[src/rtl/fetch_sequencer_pkg.sv]
// Shared types for the fetch sequencer: bus request/response, decode content,
// FSM states, FIFO entry, reset PC and a PC-step helper.
package fetch_sequencer_pkg;

  localparam logic [31:0] FETCH_RESET_PC = 32'hbfc0_0000;

  typedef enum logic [1:0] {
    IDLE = 2'd0,
    REQ  = 2'd1,
    WAIT = 2'd2
  } fetch_state_t;

  typedef struct packed {
    logic        valid;
    logic [31:0] addr;
  } ibus_req_t;

  typedef struct packed {
    logic        addr_ok;
    logic        data_ok;
    logic [31:0] data;
  } ibus_resp_t;

  typedef struct packed {
    logic [31:0] pc;
    logic [31:0] instr;
  } fetch_entry_t;

  typedef struct packed {
    logic [31:0] pc;
    logic [31:0] instr;
    logic        is_delay_slot;
    logic [4:0]  exc_code;
    logic        exc_valid;
  } content_t;

  function automatic logic [31:0] next_seq_pc(input logic [31:0] pc);
    return pc + 32'd4;
  endfunction

endpackage

[src/rtl/fetch_sequencer_buffer.sv]
// Small power-of-two FIFO of fetched words; flush empties it and overrides
// any push or pop in the same cycle.
module fetch_buffer
  import fetch_sequencer_pkg::*;
#(
  parameter int DEPTH = 2,
  localparam int PW = $clog2(DEPTH),
  localparam int CW = PW + 1
) (
  input  logic         clk,
  input  logic         resetn,
  input  logic         flush,
  input  logic         push,
  input  fetch_entry_t push_entry,
  input  logic         pop,
  output fetch_entry_t head,
  output logic [CW-1:0] count
);

  fetch_entry_t        mem_r [DEPTH];
  logic [PW-1:0]       wr_ptr_r;
  logic [PW-1:0]       rd_ptr_r;
  logic [CW-1:0]       count_r;

  // Storage, pointers and occupancy; callers never push when full or pop when empty.
  always_ff @(posedge clk or negedge resetn) begin
    if (!resetn) begin
      wr_ptr_r <= '0;
      rd_ptr_r <= '0;
      count_r  <= '0;
      for (int i = 0; i < DEPTH; i++) mem_r[i] <= '0;
    end else if (flush) begin
      wr_ptr_r <= '0;
      rd_ptr_r <= '0;
      count_r  <= '0;
    end else begin
      if (push) begin
        mem_r[wr_ptr_r] <= push_entry;
        wr_ptr_r        <= wr_ptr_r + PW'(1);
      end
      if (pop) rd_ptr_r <= rd_ptr_r + PW'(1);
      count_r <= count_r + CW'(push) - CW'(pop);
    end
  end

  assign head  = mem_r[rd_ptr_r];
  assign count = count_r;

endmodule

[src/rtl/fetch_sequencer.sv]
// Fetch PC owner and single-outstanding instruction-bus sequencer feeding decode.
// Optional FETCH_PERF_EN adds the stall_cnt port and its saturating counter.
module fetch_sequencer
  import fetch_sequencer_pkg::*;
#(
  parameter logic [31:0] RESET_PC  = FETCH_RESET_PC,
  parameter int          BUF_DEPTH = 2
) (
  input  logic        clk,
  input  logic        resetn,
  output ibus_req_t   ireq,
  input  ibus_resp_t  iresp,
  input  logic        redirect_valid,
  input  logic [31:0] redirect_pc,
  output logic        out_valid,
  input  logic        out_ready,
  output content_t    out_cont
`ifdef FETCH_PERF_EN
  ,
  output logic [31:0] stall_cnt
`endif
);

  localparam int CW = $clog2(BUF_DEPTH) + 1;

  fetch_state_t  state_r, state_s, seq_state_s;
  logic [31:0]   pc_r, pc_s;
  logic [31:0]   target_r, target_s;
  logic          kill_r, kill_s;
  ibus_req_t     ireq_r;
  logic          done_s, push_s, pop_s, flush_s, out_valid_s;
  logic [CW-1:0] count_s, count_after_s;
  fetch_entry_t  push_entry_s, head_s;
  content_t      out_cont_s;

  fetch_buffer #(.DEPTH(BUF_DEPTH)) u_buf (
    .clk        (clk),
    .resetn     (resetn),
    .flush      (flush_s),
    .push       (push_s),
    .push_entry (push_entry_s),
    .pop        (pop_s),
    .head       (head_s),
    .count      (count_s)
  );

  // Next-state, PC, kill/target and FIFO control.
  always_comb begin
    seq_state_s        = state_r;
    pc_s               = pc_r;
    kill_s             = kill_r;
    target_s           = target_r;
    done_s             = 1'b0;
    push_s             = 1'b0;
    flush_s            = redirect_valid;
    pop_s              = out_valid_s & out_ready & ~redirect_valid;
    push_entry_s.pc    = pc_r;
    push_entry_s.instr = iresp.data;
    case (state_r)
      IDLE: begin
        if (redirect_valid) pc_s = redirect_pc;
        else pc_s = pc_r;
      end
      REQ: begin
        if (iresp.addr_ok && iresp.data_ok) done_s = 1'b1;
        else if (iresp.addr_ok) seq_state_s = WAIT;
        else seq_state_s = REQ;
      end
      WAIT: begin
        if (iresp.data_ok) done_s = 1'b1;
        else seq_state_s = WAIT;
      end
      default: seq_state_s = IDLE;
    endcase
    // A completing response is dropped if killed or redirected in the same cycle.
    if (done_s) begin
      kill_s = 1'b0;
      if (redirect_valid) pc_s = redirect_pc;
      else if (kill_r) pc_s = target_r;
      else begin
        pc_s   = next_seq_pc(pc_r);
        push_s = 1'b1;
      end
    end else if (redirect_valid && (state_r != IDLE)) begin
      kill_s   = 1'b1;
      target_s = redirect_pc;
    end else begin
      kill_s = kill_r;
    end
    count_after_s = flush_s ? '0 : (count_s + CW'(push_s) - CW'(pop_s));
    if (done_s || (state_r == IDLE)) begin
      if (count_after_s < CW'(BUF_DEPTH)) state_s = REQ;
      else state_s = IDLE;
    end else begin
      state_s = seq_state_s;
    end
  end

  // FSM, PC, kill/target and the registered bus request.
  always_ff @(posedge clk or negedge resetn) begin
    if (!resetn) begin
      state_r  <= IDLE;
      pc_r     <= RESET_PC;
      kill_r   <= 1'b0;
      target_r <= 32'd0;
      ireq_r   <= '0;
    end else begin
      state_r      <= state_s;
      pc_r         <= pc_s;
      kill_r       <= kill_s;
      target_r     <= target_s;
      ireq_r.valid <= (state_s == REQ);
      ireq_r.addr  <= pc_s;
    end
  end

  assign out_valid_s = (count_s != '0);

  // Decode content: only pc and instr carry data; everything is zero when empty.
  always_comb begin
    out_cont_s = '0;
    if (out_valid_s) begin
      out_cont_s.pc    = head_s.pc;
      out_cont_s.instr = head_s.instr;
    end else begin
      out_cont_s = '0;
    end
  end

  assign ireq      = ireq_r;
  assign out_valid = out_valid_s;
  assign out_cont  = out_cont_s;

`ifdef FETCH_PERF_EN
  logic [31:0] stall_cnt_r;

  // Saturating count of cycles with nothing for decode and no redirect.
  always_ff @(posedge clk or negedge resetn) begin
    if (!resetn) begin
      stall_cnt_r <= 32'd0;
    end else if (!out_valid_s && !redirect_valid && (stall_cnt_r != 32'hffff_ffff)) begin
      stall_cnt_r <= stall_cnt_r + 32'd1;
    end
  end

  assign stall_cnt = stall_cnt_r;
`endif

endmodule
[config.mk]
export PLATFORM = sky130hd
export DESIGN_NAME = fetch_sequencer
export DESIGN_NICKNAME = d
export VERILOG_FILES = /design/src/rtl/fetch_sequencer_pkg.sv /design/src/rtl/fetch_sequencer_buffer.sv /design/src/rtl/fetch_sequencer.sv
export SDC_FILE = /design/constraint.sdc
export NUM_CORES = 1
export LEC_CHECK = 0
export CAP_MARGIN = 40
export CORE_ASPECT_RATIO = 1.25
export CORE_UTILIZATION = 55
export CTS_CLUSTER_SIZE = 16
export DETAILED_ROUTE_END_ITERATION = 10
export PLACE_DENSITY = 0.82
export REMOVE_ABC_BUFFERS = 1
export SLEW_MARGIN = 20
export SYNTH_ARGS = -nofsm -noshare
export SYNTH_HDL_FRONTEND = slang
export SYNTH_SLANG_ARGS = --single-unit
[constraint.sdc]
create_clock -name clk -period 3.5 [get_ports clk]
set_clock_uncertainty 0.2 [all_clocks]
set_input_delay 0.35 -clock clk [delete_from_list [all_inputs] [get_ports clk]]
set_output_delay 0.35 -clock clk [all_outputs]
set_load 0.05 [all_outputs]
Word-level counts from Yosys, hierarchy flattened. Index checks and enable logic that the tools add are counted.

$lt $le $gt $ge: 4. Add/sub/neg operators: 5. Bitwise operators: 6. Muxes and demuxes: 31. Eq/ne operators: 3. Reduce and logical (&&, ||, !) cells: 12.

Operator list (number): 64-bit two-way mux (5); 32-bit two-way mux (5); 128-bit bitwise mux (1); 64-bit demux with 1-bit select (1); 32-bit by 3-bit adder with 32-bit output (second input constant) (1); 1-bit two-way mux (12); 2-bit two-way mux (5); 2-bit nonzero test (5); 2-bit one-hot mux with 3 select lines (1); 2-bit by 1-bit == test with 1-bit output (second input constant) (2); 2-bit >= comparator (second input constant) (2); 1-bit NOT with 2-bit output (2); 2-bit AND reduction (2); 1-bit logical AND (3); 1-bit adder (second input constant) (2); 2-bit by 1-bit adder with 2-bit output (1); 1-bit AND (2); 2-bit == test (second input constant) (1); 2-bit zero test (1); 2-bit by 1-bit < comparator with 1-bit output (second input constant) (1); 2-bit < comparator (second input constant) (1); 1-bit NOT (2); 1-bit one-hot mux with 2 select lines (1); 2-bit by 1-bit subtractor with 2-bit output (1); 1-bit logical OR (1).

Output and inout port bits: 105. Register bits: 232. Logic and storage cells: 74. Bits of input ports: 70.

Logic depth before layout (Yosys ltp). Gate-level depths: netlist of the first run.

Depth in word-level cells: 11. Depth in mapped cells: 10.

Cells and area by module. A second synthesis of the first run with hierarchy kept.

Cells, all modules: 871. Area total of the unflattened synthesis: 10953.0 um^2.

Modules (own cells, without submodules): fetch_buffer (sequential area each 3303.2 um^2, cells each 358, area an instance 6048.3 um^2, times used 1); fetch_sequencer (sequential area each 1938.1 um^2, cells each 513, area an instance 4904.7 um^2, times used 1).

Least setup slack after synthesis of the first run. No wires, ideal clock.

Kind: register to output. Start: register u_buf.rd_ptr_r. End: output out_cont[20] in the netlist's numbering. Path slack: 1.216 ns. Path buffers: 2. Data arrival time: 1.734 ns. Stages on the path, launching flop included: 5. Required time: 2.950 ns. Path through: dfrtp_1 clkbuf_1 buf_2 mux2i_1 nor2_1.

RTL lines: from (decl) (RTL line fetch_sequencer_buffer.sv:22) `logic [PW-1:0] rd_ptr_r;`; from (signal assigned) (RTL line fetch_sequencer_buffer.sv:41) `if (pop) rd_ptr_r <= rd_ptr_r + PW'(1);`; to (decl) (RTL line fetch_sequencer.sv:17) `output content_t out_cont`.

==> flow_summary.json, run 1 <==
{
  "hold_ws_ps": 88.56,
  "synth_edf_count": 0,
  "synth_area_um2": 10370,
  "drv_slew": 0,
  "max_freq_mhz": 315.3,
  "power.share.combinational_pct": 37.2,
  "final_util_pct": 69.79,
  "clkPwrFrac_pct": 23.1,
  "arrival_ps": 2620,
  "syn_inst": 883,
  "max_cap_viol_count": 0,
  "syn_area_per_cell_um2": 11.74,
  "postCtsSetupBuffers": 0,
  "grt_usage_pct": 26.10,
  "cp_max_fo": 37,
  "insertion_delay_ps": 490,
  "hold_class": "in2async",
  "async_flop_share_pct": 100.0,
  "wl_mm": 24.38,
  "setup_viol": 0,
  "antenna_found_initial": 1,
  "syn_to_final_growth_pct": 23.22,
  "wl_per_cell_um": 19.42,
  "drc": 30,
  "worstSetupPathType": "reg2out",
  "power_switching_mw": 3.686,
  "rsz0062_at_grt": "no",
  "cts_tree": "yes",
  "root_buffer": "clkbuf_16",
  "ys_warn_count": 0,
  "dp_hpwl_mm": 16.02,
  "place.gp.congestion": 0.8853,
  "p_int_mw": 6.062,
  "path_cells": "buf_4 > mux2i_1 > nor2_1 > clkdlybuf4s50_1",
  "drive_gt1_share_pct": 17.25,
  "switching_share_pct": 37.81,
  "dieArea_um2": 19410,
  "clkSinkCount": 209,
  "fin_crit_ps": 3172,
  "grt_pass1_wl_mm": 40.11,
  "tightest_slew_ps": 856.8,
  "initialDrtViolationCount": 506,
  "seq_power_share_pct": 39.7,
  "cp_slowest_stage_delay_ps": 820,
  "final_nets": 1090,
  "yosysUniqueCellTypes": 63,
  "vias": 7350,
  "cts.path.max_buffers": 3,
  "grt_max_degree": 109,
  "start_util_pct": 56.64,
  "ys_ff_latch": 209,
  "status": "finished, violations left",
  "clkTransAtPathRegs_ps": 60,
  "die-width_um": 124.8,
  "cp_slowest_cell": "clkdlybuf4s50_1",
  "dieHeight_um": 155.5,
  "hold_viol": 0,
  "ys.flop_type": "dfrtp_1",
  "io_buffers": 167,
  "first_pass_iters": 11,
  "vias_per_cell": 5.857,
  "setup_ws_ps": 328.0,
  "core_um2": 18310,
  "peakVddDrop_v": 0.0006073,
  "pre_cts_ws_ps": 684.2,
  "yosysSeqAreaShare_pct": 50.55,
  "fillers": 1341,
  "overflow": 0,
  "startpoint_type": "flop",
  "cts_max_level": 1,
  "powerDensity_nw_per_um2": 762.9,
  "setup_tns_ps": 0,
  "worstPathRequired_ps": 2950,
  "violations": "DRC",
  "p_leak_nw": 5.593,
  "rows": 55,
  "relSlewSlack_pct": 42.74,
  "numCtsBuffers": 21,
  "ioPinCount": 175,
  "ant_nets": 0,
  "crit_path_end_kind": "output port",
  "first_global_vias": 7591,
  "period_share_pct": 90.63
}
==> power groups by stage <==
stage	clock network (mW)	logic, mW	registers [mW]
after floorplan	0	1.87	4.34
after global placement	0	3.51	3.85
after detailed placement	0	3.60	3.89
after CTS	2.29	3.62	3.86
after global routing	2.40	3.92	3.97
final	2.25	3.62	3.87
==> registers in the layout (all words and copies together) (netlist names) <==
signal          count
u_buf.mem_r       128
ireq               33
target_r           32
pc_r                9
state_r             2
u_buf.count         2
kill_r              1
u_buf.rd_ptr_r      1
u_buf.wr_ptr_r      1
==> synthesized netlist by cell type, types with 3 or more instances <==
cell type	instances	area share, %
o21ai_0	16	0.77
buf_4	36	2.6
a211oi_1	9	0.65
ha_1	8	0.97
dfrtp_1	200	48
buf_1	4	0.14
and2_1	5	0.30
a221oi_1	4	0.34
a21oi_1	21	1.0
dfstp_2	9	2.3
nand4_1	12	0.72
buf_6	6	0.65
o21ai_1	3	0.14
inv_1	9	0.33
a211o_1	4	0.34
and4_1	4	0.34
a32oi_1	3	0.25
a2bb2oi_1	3	0.25
a22oi_1	8	0.58
o22ai_1	16	0.97
clkbuf_1	31	1.1
nor3_1	4	0.19
nor2_1	82	3.0
mux2_2	96	10
mux2i_1	67	6.5
mux2_1	64	7.0
nand3_1	20	0.97
buf_2	14	0.68
nand2_1	42	1.5
xor2_1	14	1.2
xnor2_1	14	1.2
and3_1	14	0.84
a22o_1	3	0.25
==> routing by layer <==
layer,vias up,global-route usage (%),wire length [µm]
met2,257,45.02,12240
li1,3355,-,-
met4,0,10.58,699
met5,-,0,0
met1,3684,33.20,10050
met3,54,3.748,1397
==> critical path: cells and delay by family (launching register included) <==
| family | cells | cell delay [ps] |
|---|---|---|
| mux | 1 | 190 |
| simple gates | 1 | 160 |
| flops | 1 | 400 |
| buf+inv | 2 | 1340 |
==> kinds of logic (layout without fill, tap and decap cells) <==
| group | count (synthesis) | count (layout) | share of synthesized area [%] |
|---|---|---|---|
| AOI/OAI and AO/OA | 107 | 107 | 6.999 |
| xor gates and xnor gates | 28 | 28 | 2.365 |
| adders and majority gates | 8 | 8 | 0.9654 |
| buffers and inverters | 101 | 238 | 5.587 |
| DFF | 209 | 209 | 50.55 |
| muxes | 227 | 227 | 23.84 |
| other | 1 | 8 | 0.03617 |
| and+or+nand+nor | 202 | 202 | 9.654 |
==> cell usage in the layout (no fill, tap or decap), types with 16 or more instances in the layout <==
cell type / Yosys / routed
buf_4: 36 / 18
o21ai_0: 16 / 16
nand3_1: 20 / 20
mux2_1: 64 / 64
mux2_2: 96 / 96
dfrtp_1: 200 / 199
clkdlybuf4s50_1: 0 / 166
nand2_1: 42 / 42
o22ai_1: 16 / 16
a21oi_1: 21 / 21
clkbuf_16: 0 / 21
mux2i_1: 67 / 67
nor2_1: 82 / 81
==> final cells by class <==
| type | instances | area [µm²] | area share (%) |
|---|---|---|---|
| Clock buffer | 32 | 646.9 | 5.063 |
| Inverter | 10 | 40.04 | 0.3134 |
| Timing Repair Buffer | 191 | 1928 | 15.09 |
| Clock inverter | 5 | 50.05 | 0.3917 |
| Multi-Input combinational cell | 579 | 4578 | 35.83 |
| Tap cell | 228 | 285.3 | 2.233 |
| Sequential cell | 209 | 5245 | 41.05 |
| Antenna cell | 1 | 2.502 | 0.01959 |
==> final timing paths <==
kind,cells past startpoint,start,endpoint,slack [ps]
min,2,resetn,u_buf.mem_r[43],90
max reg2reg,7,state_r[1],ireq[8],720
min in group clk,2,iresp[11],u_buf.mem_r[11],290
max,4,u_buf.rd_ptr_r,out_cont[36],330
max in group asynchronous,4,resetn,pc_r[22],1970
min reg2reg,1,u_buf.mem_r[101],u_buf.mem_r[101],290
==> timing repair <==
item,4_1_cts,5_1_grt
resized for setup,0,0
hold buffers,1,0
endpoints found under the hold margin,100,0
==> per-stage QoR <==
stage / power [mW] / instance area, µm² / instances
final: 9.747 / 12780 / 1255
after detailed placement: 7.486 / 12040 / 1215
after CTS: 9.768 / 12750 / 1253
after global routing: 10.29 / 12780 / 1255
after floorplan: 6.212 / 9852 / 798
after global placement: 7.360 / 12040 / 1215
No activity file was read; power rests on OpenSTA's default activity.
==> inputs of run 2 (changes only) <==
- TNS_END_PERCENT: not set -> 30
==> results of run 2 <==
Same layout as run 1: the final DEF is identical, and so are final timing and power.
